$ cat src/rtl/pipe_hazard_ctrl.sv
// Stall/flush controller for the 5-stage MIPS pipeline, with a memory-wait/timeout FSM.
// Optional performance counters are compiled in with `define HAZARD_PERF_CNT_EN.
module pipe_hazard_ctrl #(
  parameter int unsigned MEM_TIMEOUT = 16,
  parameter int unsigned CNT_W       = 32
) (
  input  logic             clk,
  input  logic             reset,
  input  logic [4:0]       id_rs,
  input  logic [4:0]       id_rt,
  input  logic             id_uses_rt,
  input  logic             idex_memread,
  input  logic [4:0]       idex_rt,
  input  logic             exmem_branch,
  input  logic             exmem_zero,
  input  logic             mem_req,
  input  logic             mem_ready,
  output logic             pc_enable,
  output logic             pc_src,
  output logic             if_id_enable,
  output logic             if_id_flush,
  output logic             id_ex_enable,
  output logic             id_ex_flush,
  output logic             ex_mem_enable,
  output logic             ex_mem_flush,
  output logic             mem_wb_enable,
  output logic             mem_wb_flush,
  output logic             mem_error,
  output logic [CNT_W-1:0] stall_count,
  output logic [CNT_W-1:0] flush_count
);

  typedef enum logic [1:0] {
    RUN      = 2'd0,
    MEM_WAIT = 2'd1,
    ERROR    = 2'd2
  } state_e;

  localparam logic [8:0] TIMEOUT_C = 9'(MEM_TIMEOUT);

  state_e     state_q, state_d;
  logic [7:0] wait_cnt_q, wait_cnt_d;
  logic [8:0] wait_next_s;
  logic       br_taken_s, mem_stall_s, load_use_s;

  assign br_taken_s  = exmem_branch & exmem_zero;
  assign mem_stall_s = mem_req & ~mem_ready;
  assign load_use_s  = idex_memread & (idex_rt != 5'd0) &
                       ((idex_rt == id_rs) | (id_uses_rt & (idex_rt == id_rt)));

  // Control outputs and next state, with priority branch > memory stall > load-use > normal.
  always_comb begin
    pc_enable     = 1'b1;
    pc_src        = 1'b0;
    if_id_enable  = 1'b1;
    if_id_flush   = 1'b0;
    id_ex_enable  = 1'b1;
    id_ex_flush   = 1'b0;
    ex_mem_enable = 1'b1;
    ex_mem_flush  = 1'b0;
    mem_wb_enable = 1'b1;
    mem_wb_flush  = 1'b0;
    mem_error     = 1'b0;
    state_d       = state_q;
    wait_cnt_d    = wait_cnt_q;
    wait_next_s   = 9'd1;
    if (reset) begin
      state_d    = RUN;
      wait_cnt_d = 8'd0;
    end else begin
      case (state_q)
        RUN, MEM_WAIT: begin
          state_d    = RUN;
          wait_cnt_d = 8'd0;
          if (br_taken_s) begin
            pc_src       = 1'b1;
            if_id_flush  = 1'b1;
            id_ex_flush  = 1'b1;
            ex_mem_flush = 1'b1;
          end else if (mem_stall_s) begin
            pc_enable     = 1'b0;
            if_id_enable  = 1'b0;
            id_ex_enable  = 1'b0;
            ex_mem_enable = 1'b0;
            mem_wb_flush  = 1'b1;
            // wait_next_s is the number of stalled cycles including this one
            if (state_q == MEM_WAIT) begin
              wait_next_s = {1'b0, wait_cnt_q} + 9'd1;
            end else begin
              wait_next_s = 9'd1;
            end
            if (wait_next_s >= TIMEOUT_C) begin
              state_d = ERROR;
            end else begin
              state_d    = MEM_WAIT;
              wait_cnt_d = wait_next_s[7:0];
            end
          end else if (load_use_s) begin
            pc_enable    = 1'b0;
            if_id_enable = 1'b0;
            id_ex_flush  = 1'b1;
          end else begin
            pc_src = 1'b0;
          end
        end
        ERROR: begin
          pc_enable     = 1'b0;
          if_id_enable  = 1'b0;
          id_ex_enable  = 1'b0;
          ex_mem_enable = 1'b0;
          mem_wb_enable = 1'b0;
          mem_error     = 1'b1;
          state_d       = ERROR;
          wait_cnt_d    = 8'd0;
        end
        default: begin
          state_d    = RUN;
          wait_cnt_d = 8'd0;
        end
      endcase
    end
  end

  // FSM state and memory-wait counter registers.
  always_ff @(posedge clk) begin
    if (reset) begin
      state_q    <= RUN;
      wait_cnt_q <= 8'd0;
    end else begin
      state_q    <= state_d;
      wait_cnt_q <= wait_cnt_d;
    end
  end

`ifdef HAZARD_PERF_CNT_EN
  logic [CNT_W-1:0] stall_cnt_q, flush_cnt_q;

  // Saturating counters of frozen-PC cycles and flushed taken branches.
  always_ff @(posedge clk) begin
    if (reset) begin
      stall_cnt_q <= '0;
      flush_cnt_q <= '0;
    end else begin
      if (!pc_enable && (stall_cnt_q != {CNT_W{1'b1}})) begin
        stall_cnt_q <= stall_cnt_q + CNT_W'(1);
      end
      if (pc_src && (flush_cnt_q != {CNT_W{1'b1}})) begin
        flush_cnt_q <= flush_cnt_q + CNT_W'(1);
      end
    end
  end

  assign stall_count = stall_cnt_q;
  assign flush_count = flush_cnt_q;
`else
  assign stall_count = '0;
  assign flush_count = '0;
`endif

endmodule

$ cat config.mk
export PLATFORM = sky130hd
export DESIGN_NAME = pipe_hazard_ctrl
export DESIGN_NICKNAME = d
export VERILOG_FILES = /design/src/rtl/pipe_hazard_ctrl.sv
export SDC_FILE = /design/constraint.sdc
export NUM_CORES = 1
export LEC_CHECK = 0
export ABC_CLOCK_PERIOD_IN_PS = 2600
export CORE_MARGIN = 4
export CORE_UTILIZATION = 33
export CTS_CLUSTER_DIAMETER = 150
export DETAILED_ROUTE_END_ITERATION = 12
export HOLD_SLACK_MARGIN = 0.06
export PLACE_DENSITY = 0.87
export SLEW_MARGIN = 25
export SYNTH_ARGS = -nofsm -noshare
export SYNTH_HDL_FRONTEND = slang
export SYNTH_SLANG_ARGS = --single-unit
$ cat constraint.sdc
create_clock -name clk -period 2.6 [get_ports clk]
set_input_delay 0.52 -clock clk [delete_from_list [all_inputs] [get_ports clk]]
set_output_delay 0.52 -clock clk [all_outputs]
set_load 0.005 [all_outputs]
==> results.md, run 1 <==
- Final setup vio count: 0
- Synth area leader: buf_4
- Synth top cells by count: 68 x buf_4, 10 x dfxtp_1, 10 x xor2_1
- Reg-to-Reg Start: wait_cnt_q[0]
- Die width: 64.0 µm
- CP Launch Type: input pin
- Comb power frac: 0.275
- Initial antenna violation count: 0
- Core ar.: 3030 µm²
- FF+latch count, synth: 10
- Layout cell share with drive strength beyond 1: 0.110
- Mux cell area share after synthesis: 0
- Worst path arrival time: 1990 ps
- Seq pwr share: 0.395
- Detailed Routing Iterations Pass 1: 4
- IO Count: 98
- Synthesis-to-layout area growth: 23.7%
- Max Clk Rate: 398 MHz
- Grt ovf: 0
- Maxcap violations: 0
- Launch point of the worst path: id_rt[3]
- Vias in the first global route: 647
- Starting Density: 0.342
- Worst skew pair latency: 260 ps
- Final #Nets: 198
- Critical-path top delay cell: clkdlybuf4s50_1
- DR WL/cell: 9.17 µm
- GRT Total Usage: 0.0862
- P_sw: 104 µW
- Run status: completed
- Minimum clock period: 2510 ps
- Adder-cell share of the synthesized area: 0.0121
- Largest net degree at the start of global routing: 7
- Post-synthesis cell type count: 28
- Setup crit end kind: output pin
- Global-route wire length before repair: 2.75 mm
- Fillers: 318
- Yosys top cell area share: 0.493
- N_diodes: 0
- Clock slew at reported path FFs: 70 ps
- Switching share of power: 0.258
- Ys async rst share: 0
- Final TNS setup: 0 ps
- Clock sink count: 10
- CP Data Required Time: 2080 ps
- Row cnt: 20
- GPL Wtd Cong: 0.725
- Clk root buf: clkbuf_4
- Crit path kind: in2out
- Clock power share: 0.330
- Top FF cell, synth: dfxtp_1
- Max-slew violation count: 0
- Fin util: 0.423
- Hold Vio Cnt, Final: 0
- Post-synthesis sequential area ratio: 0.193
- Worst clock skew: 8.10 ps
- Critical path fanouts, max: 2
- Input/output buffers: 33
- DIE AREA: 4100 µm²
- Die H: 64.0 µm
- Crit-path cells: clkdlybuf4s50_1 -> xor2_1 -> nor4_1 -> a32oi_1 -> o21a_1 -> dlygate4sd2_1
- Hold WC Path Type: reg2reg
- Remaining DRCs: 0
- CP max stage delay: 410 ps
- Synth Warn #: 0
- DRT antenna net count: 0
- HPWL after DPL: 1.71 mm
- Starting DRT DRC Count: 10
- Synthesized cell area: 1040 µm²
- Wirelength, routed: 1.99 mm
- Mapped Cells: 127
- Max IR drop VDD: 0.223 mV
- CTS max path bufs: 2
- Num CTS Buffers: 3
- Vias per cell: 3.50
- Leading post-synthesis cells by cell area: buf_4 49%, dfxtp_1 19%, xor2_1 8.5%
- H-tree Lvls: 1
- Tcrit/Tclk final: 0.966
- Compound-Gate Fraction of Synth Area: 0.0833
- Static Leak: 0.656 nW
- Main combinational cell family by area after synthesis: buffers and inverters
- Xor and xnor area share after synthesis: 0.101
- Post-synth EDFFs: 0
- Internal Power: 300 µW
- Pwr dens: 316 nW/µm²
- Hold Crit Start: wait_cnt_q[7]
- CTS tree: built
- DR vias: 760
- Mean Syn Cell Area: 8.16 µm²
- Simple-Gate Fraction of Synth Area: 0.103
- Top-count cell post-synth: buf_4
- RSZ-0062 raised after global routing: no
-- final cells by class --
type	instances	area, µm²	area share
timing repair buffer	43	402	0.313
sequential	10	200	0.156
clock buffer	4	36.3	0.0283
inverter	3	11.3	0.00879
tap	44	55.1	0.0430
multi-input combinational	113	577	0.450
-- cell usage in the layout, fill, tap and decap left out, drive strengths merged, types with 2 or more instances in the layout --
master         synthesis  routed
a21oi                  2       2
buf                   68      10
clkbuf                 0       4
clkdlybuf4s50          0      24
conb                   1      68
dfxtp                 10      10
dlygate4sd2            0       7
dlymetal6s2s           0       2
inv                    3       3
nand2                  3       3
nor2                   5       5
nor2b                  2       2
nor3                   3       3
or4                    2       2
xnor2                  2       2
xor2                  10      10
-- repair_timing --
action,4_1_cts,5_1_grt
resized for setup,9,3
setup buffers,0,1
hold buffers,0,0
endpoints found under the setup margin,5,4
pin swaps,3,2
endpoints found under the hold margin,0,0
-- worst max-delay path, delay by kind of cell --
| family | cells | cell delay [ps] |
|---|---|---|
| xor+xnor | 1 | 140 |
| compound gates | 2 | 390 |
| simple gates | 1 | 270 |
| buf+inv | 2 | 670 |
-- per-stage QoR --
stage                     area [µm²]  hold WS [ps]  cells  power [mW]  worst slack (ps)
after floorplan                 1290           500    194       0.282               609
after global placement          1230           522    212       0.271              -280
after detailed placement        1230           538    212       0.272              -296
after CTS                       1270           553    216       0.406              31.4
after global routing            1280           591    217       0.429              18.6
final                           1280           553    217       0.405              89.2
-- worst paths after layout --
check                           cells after the start             to  slack (ps)
worst min-delay path                                3  wait_cnt_q[0]         550
worst max register to register                      5     state_q[1]        1230
worst max-delay path                                6      pc_enable          90
worst min register to register                      3  wait_cnt_q[0]         550
-- power groups by stage --
stage               combinational, mW  sequential, mW  clock [mW]
global placement                0.108           0.163           0
CTS                             0.107           0.160       0.139
finish                          0.111           0.160       0.133
floorplan                       0.119           0.163           0
global route                    0.124           0.160       0.145
detailed placement              0.109           0.163           0
-- cell families (layout without fill, tap and decap cells) --
group,after synthesis,in the layout
AOI/OAI and AO/OA,12,12
xor gates and xnor gates,12,12
adders and majority gates,1,1
buffers and inverters,71,50
DFF,10,10
other,1,68
and+or+nand+nor,20,20
-- routing by layer --
metal / global-route usage / vias to the layer above / wire [µm]
met2: 0.157 / 52 / 1090
met5: 0 / - / 0
li1: - / 372 / -
met3: 0.0211 / 2 / 260
met1: 0.0883 / 334 / 620
met4: 0.0485 / 0 / 17
-- registers in the layout (all words and copies together) (netlist names) --
register    flops
state_q         2
wait_cnt_q      8
Note: power is estimated with default switching activity, not from simulation.
==> run 2: changes to the inputs <==
==> config.mk (replaced) <==
export PLATFORM = sky130hd
export DESIGN_NAME = pipe_hazard_ctrl
export DESIGN_NICKNAME = d
export VERILOG_FILES = /design/src/rtl/pipe_hazard_ctrl.sv
export SDC_FILE = /design/constraint.sdc
export NUM_CORES = 1
export LEC_CHECK = 0
export ABC_CLOCK_PERIOD_IN_PS = 2400
export CORE_MARGIN = 4
export CORE_UTILIZATION = 30
export CTS_CLUSTER_DIAMETER = 150
export DETAILED_ROUTE_END_ITERATION = 12
export HOLD_SLACK_MARGIN = 0.06
export PLACE_DENSITY = 0.8
export SYNTH_ARGS = -nofsm -noshare
export SYNTH_HDL_FRONTEND = slang
export SYNTH_SLANG_ARGS = --single-unit
==> constraint.sdc (replaced) <==
create_clock -name clk -period 2.4 [get_ports clk]
set_input_delay 0.48 -clock clk [delete_from_list [all_inputs] [get_ports clk]]
set_output_delay 0.48 -clock clk [all_outputs]
set_load 0.005 [all_outputs]
==> run 2 against run 1 <==
Effect of this change:
- clock power fell by 19%
- routed wire length rose by 0.45%
- critical endpoint is now mem_error
- core utilization fell by 3.1 points
- hold slack got worse by 22 ps
- sequential share of layout area fell by 0.33 points
- critical path depth fell by 1
==> results.md, run 2 (synthesized netlist as in run 1, its figures left out) <==
- Run status: completed
- Wirelength, routed: 2.00 mm (+0.45%)
- Num CTS Buffers: 3 (unchanged)
- Hold Crit Start: wait_cnt_q[7]
- Tcrit/Tclk final: 0.967
- Worst skew pair latency: 260 ps (about the same)
- Max Clk Rate: 431 MHz
- Internal Power: 290 µW (-3.5%)
- CP Data Required Time: 1920 ps (-160 ps)
- Bufs and invs on worst path: 4 (+2)
- Vias in the first global route: 672 (+3.9%)
- Pwr dens: 308 nW/µm² (-2.5%)
- DRT antenna net count: 0 (unchanged)
- CP Launch Type: input pin
- Switching share of power: 0.281 (+0.0231)
- HPWL after DPL: 1.66 mm (-3.0%)
- Top delay family on crit path: buffers and inverters
- Reg-to-Reg Start: state_q[1]
- IO Count: 98 (unchanged)
- Starting DRT DRC Count: 5 (-5)
- Crit path kind: in2out
- Worst path arrival time: 1840 ps (-150 ps)
- Critical path fanouts, max: 4 (+2)
- Clk root buf: clkbuf_4
- P_sw: 113 µW (+8.5%)
- Total power: 403 µW (-0.40%)
- Largest net degree at the start of global routing: 6 (-1)
- Hold WC Path Type: reg2reg
- Maxcap violations: 0 (unchanged)
- CTS max path bufs: 2 (unchanged)
- Critical-path top delay cell: clkdlybuf4s50_1
- Max-slew violation count: 0 (unchanged)
- Clock sink count: 10 (unchanged)
- Initial antenna violation count: 0 (unchanged)
- Clock slew at reported path FFs: 60 ps (about the same)
- N_diodes: 0 (unchanged)
- CTS tree: built
- Row cnt: 21 (+5.0%)
- GRT Total Usage: 0.0746 (-0.0115)
- Max reg flops: 8 (unchanged)
- Layout cell share with drive strength beyond 1: 0.144 (+0.0339)
- Detailed Routing Iterations Pass 1: 3 (-1)
- Input/output buffers: 33 (unchanged)
- Final #Nets: 200 (+1.0%)
- Clock power share: 0.269 (-0.061)
- DIE AREA: 4460 µm² (+8.7%)
- Remaining DRCs: 0 (unchanged)
- Synthesis-to-layout area growth: 26.3%
- Die width: 66.8 µm (+4.3%)
- Largest Register: wait_cnt_q
- Commonest non-fill, non-tap cells in the layout: 68 x conb_1, 16 x clkdlybuf4s50_1, 12 x buf_4
- Minimum clock period: 2320 ps
- Die H: 66.8 µm (+4.3%)
- Most common cell after layout, fill and taps aside: conb_1
- Final setup vio count: 0 (unchanged)
- Crit-path cells: dlygate4sd2_1 -> or3b_4 -> inv_2 -> buf_4 -> clkdlybuf4s50_1
- Vias per cell: 3.56 (+1.6%)
- Core ar.: 3340 µm² (+10%)
- DR vias: 783 (+3.0%)
- Biggest registers after layout: wait_cnt_q x8, state_q x2
- Max IR drop VDD: 0.273 mV (+22%)
- GPL Wtd Cong: 0.721 (-0.54%)
- CP max stage delay: 490 ps (+80 ps)
- Comb power frac: 0.301 (+0.026)
- Setup crit end kind: output pin
- Worst clock skew: 7.11 ps (-0.993 ps)
- H-tree Lvls: 1 (unchanged)
- DR WL/cell: 9.08 µm (-0.92%)
- Grt ovf: 0 (unchanged)
- Global-route wire length before repair: 2.58 mm (-6.3%)
- Static Leak: 0.697 nW (+6.2%)
- Fin util: 0.392 (-0.0309)
- Seq pwr share: 0.430 (+0.035)
- Starting Density: 0.310 (-0.0317)
- Hold Vio Cnt, Final: 0 (unchanged)
- Launch point of the worst path: reset
-- run 2: cell count changes in the layout (fill, tap and decap cells not counted), moves of 2 or more --
cell             before  now
clkdlybuf4s50_1      24   16
inv_2                 0    2
clkdlybuf4s15_1       0    3
buf_4                10   12
dlymetal6s2s_1        2    6
inv_1                 3    1
-- run 2: per-stage QoR --
stage          cell area, µm²  TNS (ps)  hold WS [ps]  worst slack (ps)  std cells
4_1_cts                  1270      -110           541             -56.0        219
2_1_floorplan            1290         0           500               489        194
5_1_grt                  1310     -5.97           579             -5.89        220
6_report                 1310         0           531              79.9        220
3_5_place_dp             1230     -1880           536              -445        214
3_3_place_gp             1230     -1790           526              -389        214
-- run 2: area by class of cell --
type                            instances  area, µm²
Inverter                                3       11.3
Sequential cell                        10        200
Fill cell                             359       2030
Multi-Input combinational cell        113        596
Tap cell                               46       57.6
Timing Repair Buffer                   45        422
Clock buffer                            3       22.5
-- run 2: final timing paths --
| kind | to | slack [ps] | cells after the start |
|---|---|---|---|
| worst max-delay path | mem_error | 80 | 5 |
| worst min-delay path | wait_cnt_q[0] | 530 | 3 |
| worst max register to register | wait_cnt_q[2] | 980 | 8 |
| worst min register to register | wait_cnt_q[0] | 530 | 3 |
-- run 2: power groups by stage --
stage	sequential, mW	clock, mW	combinational, mW
after floorplan	0.176	0	0.129
after global routing	0.174	0.125	0.137
after global placement	0.177	0	0.115
after detailed placement	0.177	0	0.116
after CTS	0.173	0.114	0.115
final	0.173	0.108	0.121
-- run 2: repair_timing --
action / 4_1_cts / 5_1_grt
setup endpoints to repair: 8 / 8
resized for setup: 18 / 14
pin swaps: 5 / 6
setup buffers: 2 / 1
hold buffers: 0 / 0
-- run 2: worst register-to-register path, delay by kind of cell (launching register included) --
family,cells,cell delay [ps]
AND/OR/NAND/NOR,3,400
buffers and inverters,4,390
flip-flops,1,350
AO/OA/AOI/OAI,1,200
-- run 2: per-layer routing --
| layer | GRT usage | wire (µm) | part of all wire | vias up |
|---|---|---|---|---|
| met4 | 0.0305 | 16 | 0.0080 | 0 |
| met3 | 0.0236 | 262 | 0.13 | 2 |
| met2 | 0.142 | 1110 | 0.55 | 46 |
| met5 | 0 | 0 | 0 | - |
| met1 | 0.0729 | 612 | 0.31 | 364 |
| li1 | - | - | - | 371 |
==> run 3: changes to the inputs <==
==> config.mk (replaced) <==
export PLATFORM = sky130hd
export DESIGN_NAME = pipe_hazard_ctrl
export DESIGN_NICKNAME = d
export VERILOG_FILES = /design/src/rtl/pipe_hazard_ctrl.sv
export SDC_FILE = /design/constraint.sdc
export NUM_CORES = 1
export LEC_CHECK = 0
export ABC_CLOCK_PERIOD_IN_PS = 1900
export CORE_MARGIN = 4
export CORE_UTILIZATION = 27
export CTS_CLUSTER_DIAMETER = 150
export DETAILED_ROUTE_END_ITERATION = 12
export HOLD_SLACK_MARGIN = 0.06
export PLACE_DENSITY = 0.76
export RECOVER_POWER = 25
export SYNTH_ARGS = -nofsm -noshare
export SYNTH_HDL_FRONTEND = slang
export SYNTH_SLANG_ARGS = --single-unit
==> constraint.sdc (replaced) <==
create_clock -name clk -period 1.9 [get_ports clk]
set_input_delay 0.38 -clock clk [delete_from_list [all_inputs] [get_ports clk]]
set_output_delay 0.38 -clock clk [all_outputs]
set_load 0.005 [all_outputs]
==> run 3 against run 2 <==
Effect of this change:
- the run now ends with negative setup slack left
- cell area rose by 0.96%
- final cell count rose by 0.91%
- hold slack improved by 38 ps
- die area rose by 9.8%
- first-iteration DRC count rose by 20%
- sequential cell count did not move
- count of clock-buffer cells in the layout rose by 1
- routed wire length rose by 4.3%
- sequential power rose by 26%
- via count fell by 0.77%
- sequential share of layout area rose by 0.14 points
- total power rose by 56%
- critical endpoint is now pc_enable
==> results.md, run 3 (synthesized netlist as in run 1, its figures left out) <==
- IO Count: 98 (unchanged)
- DP Worst Slack: -751 ps (-306 ps)
- CTS max path bufs: 2 (unchanged)
- H-tree Lvls: 1 (unchanged)
- Commonest non-fill, non-tap cells in the layout: 68 x conb_1, 16 x dlygate4sd2_1, 10 x buf_4
- Total power: 627 µW (+56%)
- DIE AREA: 4890 µm² (+9.8%)
- Max IR drop VDD: 0.418 mV (+53%)
- Initial antenna violation count: 0 (unchanged)
- Global-route wire length before repair: 2.95 mm (+14%)
- Max Clk Rate: 513 MHz
- Hold Vio Cnt, Final: 0 (unchanged)
- Worst skew pair latency: 230 ps (-30 ps)
- Die H: 69.9 µm (+4.8%)
- Synthesis-to-layout area growth: 27.5%
- Max reg flops: 8 (unchanged)
- Starting DRT DRC Count: 6 (+1)
- Maxcap violations: 0 (unchanged)
- Placed cell count: 214 (unchanged)
- R2R Path End: state_q[1]
- Vias per cell: 3.50 (-1.7%)
- Dpl cell area: 1220 µm² (-1.0%)
- Final TNS setup: -66.6 ps (-66.6 ps)
- GPL Wtd Cong: 0.778 (+7.9%)
- Final setup vio count: 2 (+2)
- Failing checks: negative setup slack
- Clk root buf: clkbuf_8
- Row cnt: 22 (+4.8%)
- Setup crit end kind: output pin
- Grt ovf: 0 (unchanged)
- HPWL after DPL: 1.72 mm (+3.4%)
- DR vias: 777 (-0.77%)
- Non-Filler Instances: 222 (+0.91%)
- Most common cell after layout, fill and taps aside: conb_1
- Final setup margin: -50.2 ps (-130 ps)
- Static Leak: 0.714 nW (+2.5%)
- Worst path arrival time: 1570 ps (-270 ps)
- Num CTS Buffers: 3 (unchanged)
- Starting Density: 0.281 (-0.0296)
- N_diodes: 0 (unchanged)
- Die width: 69.9 µm (+4.8%)
- Core ar.: 3690 µm² (+11%)
- Launch point of the worst path: idex_rt[2]
- GRT Total Usage: 0.0731 (-0.00151)
- Worst clock skew: 4.35 ps (-2.75 ps)
- Layout cell share with drive strength beyond 1: 0.236 (+0.0920)
- Crit path to: pc_enable
- RSZ-0062 raised after global routing: yes
- FF-to-FF path depth: 5 (-3)
- Max-slew violation count: 0 (unchanged)
- DRT antenna net count: 0 (unchanged)
- DR WL/cell: 9.38 µm (+3.3%)
- CP Data Required Time: 1520 ps (-400 ps)
- Largest net degree at the start of global routing: 7 (+1)
- Clock sink count: 10 (unchanged)
- Hold WC Path Type: reg2reg
- CP Launch Type: input pin
- Biggest registers after layout: wait_cnt_q x8, state_q x2
- CTS tree: built
- Minimum clock period: 1950 ps
- Detailed Routing Iterations Pass 1: 3 (unchanged)
- Critical path fanouts, max: 2 (-2)
- Vias in the first global route: 695 (+3.4%)
- Fin util: 0.358 (-0.0340)
- Largest Register: wait_cnt_q
- Wirelength, routed: 2.08 mm (+4.3%)
- Run status: complete, but fails checks
- Tcrit/Tclk final: 1.03
- R2R setup slack: 490 ps (-490 ps)
- Final #Nets: 199 (-0.50%)
- Input/output buffers: 33 (unchanged)
- Remaining DRCs: 0 (unchanged)
- Final hold slack: 569 ps (+38.0 ps)
- Pwr dens: 475 nW/µm² (+54%)
- Reg-to-Reg Start: wait_cnt_q[0]
- Crit path kind: in2out
- Design area: 1320 µm² (+0.96%)
- Clock slew at reported path FFs: 50 ps (about the same)
[run 3: cell types whose count changed in the layout (fill, tap and decap cells not counted), moves of 2 or more]
cell,delta
clkdlybuf4s50_1,-14
dlygate4sd2_1,+9
buf_2,+4
clkbuf_8,+4
dlymetal6s2s_1,-4
buf_6,+3
clkbuf_2,+3
clkbuf_4,-3
buf_4,-2
[run 3: worst max-delay path, stage by stage]
cell and delay (ps):
buf_6 90, buf_6 110, xor2_2 140, nor4_2 230
a32oi_2 160, o21a_1 210, buf_4 130, buf_6 110
[run 3: worst min path at each step]
stage | startpoint | end | slack (ps) | cells past startpoint
6_report | wait_cnt_q[7] | wait_cnt_q[0] | 570 | 3
3_5_place_dp | wait_cnt_q[7] | state_q[0] | 550 | 3
5_1_grt | wait_cnt_q[7] | wait_cnt_q[0] | 620 | 3
4_1_cts | wait_cnt_q[7] | state_q[0] | 550 | 3
3_3_place_gp | wait_cnt_q[7] | wait_cnt_q[0] | 520 | 3
2_1_floorplan | wait_cnt_q[3] | wait_cnt_q[3] | 500 | 2
[run 3: cell type report]
| class | count | area [µm²] |
|---|---|---|
| repair buffers | 44 | 365 |
| multi-input cells | 113 | 626 |
| inverters | 3 | 11.3 |
| well taps | 48 | 60.1 |
| flip-flops and latches | 10 | 204 |
| clock buffers | 4 | 55.1 |
| fillers | 420 | 2370 |
[run 3: where the power goes]
part	total, mW	switching (mW)	leakage, nW	internal, mW
logic	0.152	0.0816	0.603	0.0705
registers	0.218	0.00254	0.0831	0.216
clock network	0.257	0.0755	0.0288	0.181
[run 3: repair_timing]
action	4_1_cts	5_1_grt
resized for setup	67	15
endpoints found under the setup margin	11	4
pin swaps	15	10
setup buffers	3	1
hold buffers	0	0
[run 3: metal layers]
layer  wire length, µm  global-route usage  vias up
met1               650              0.0701      354
li1                  -                   -      369
met4                29              0.0447        0
met3               255              0.0187        4
met2              1150               0.137       50
met5                 0                   0        -
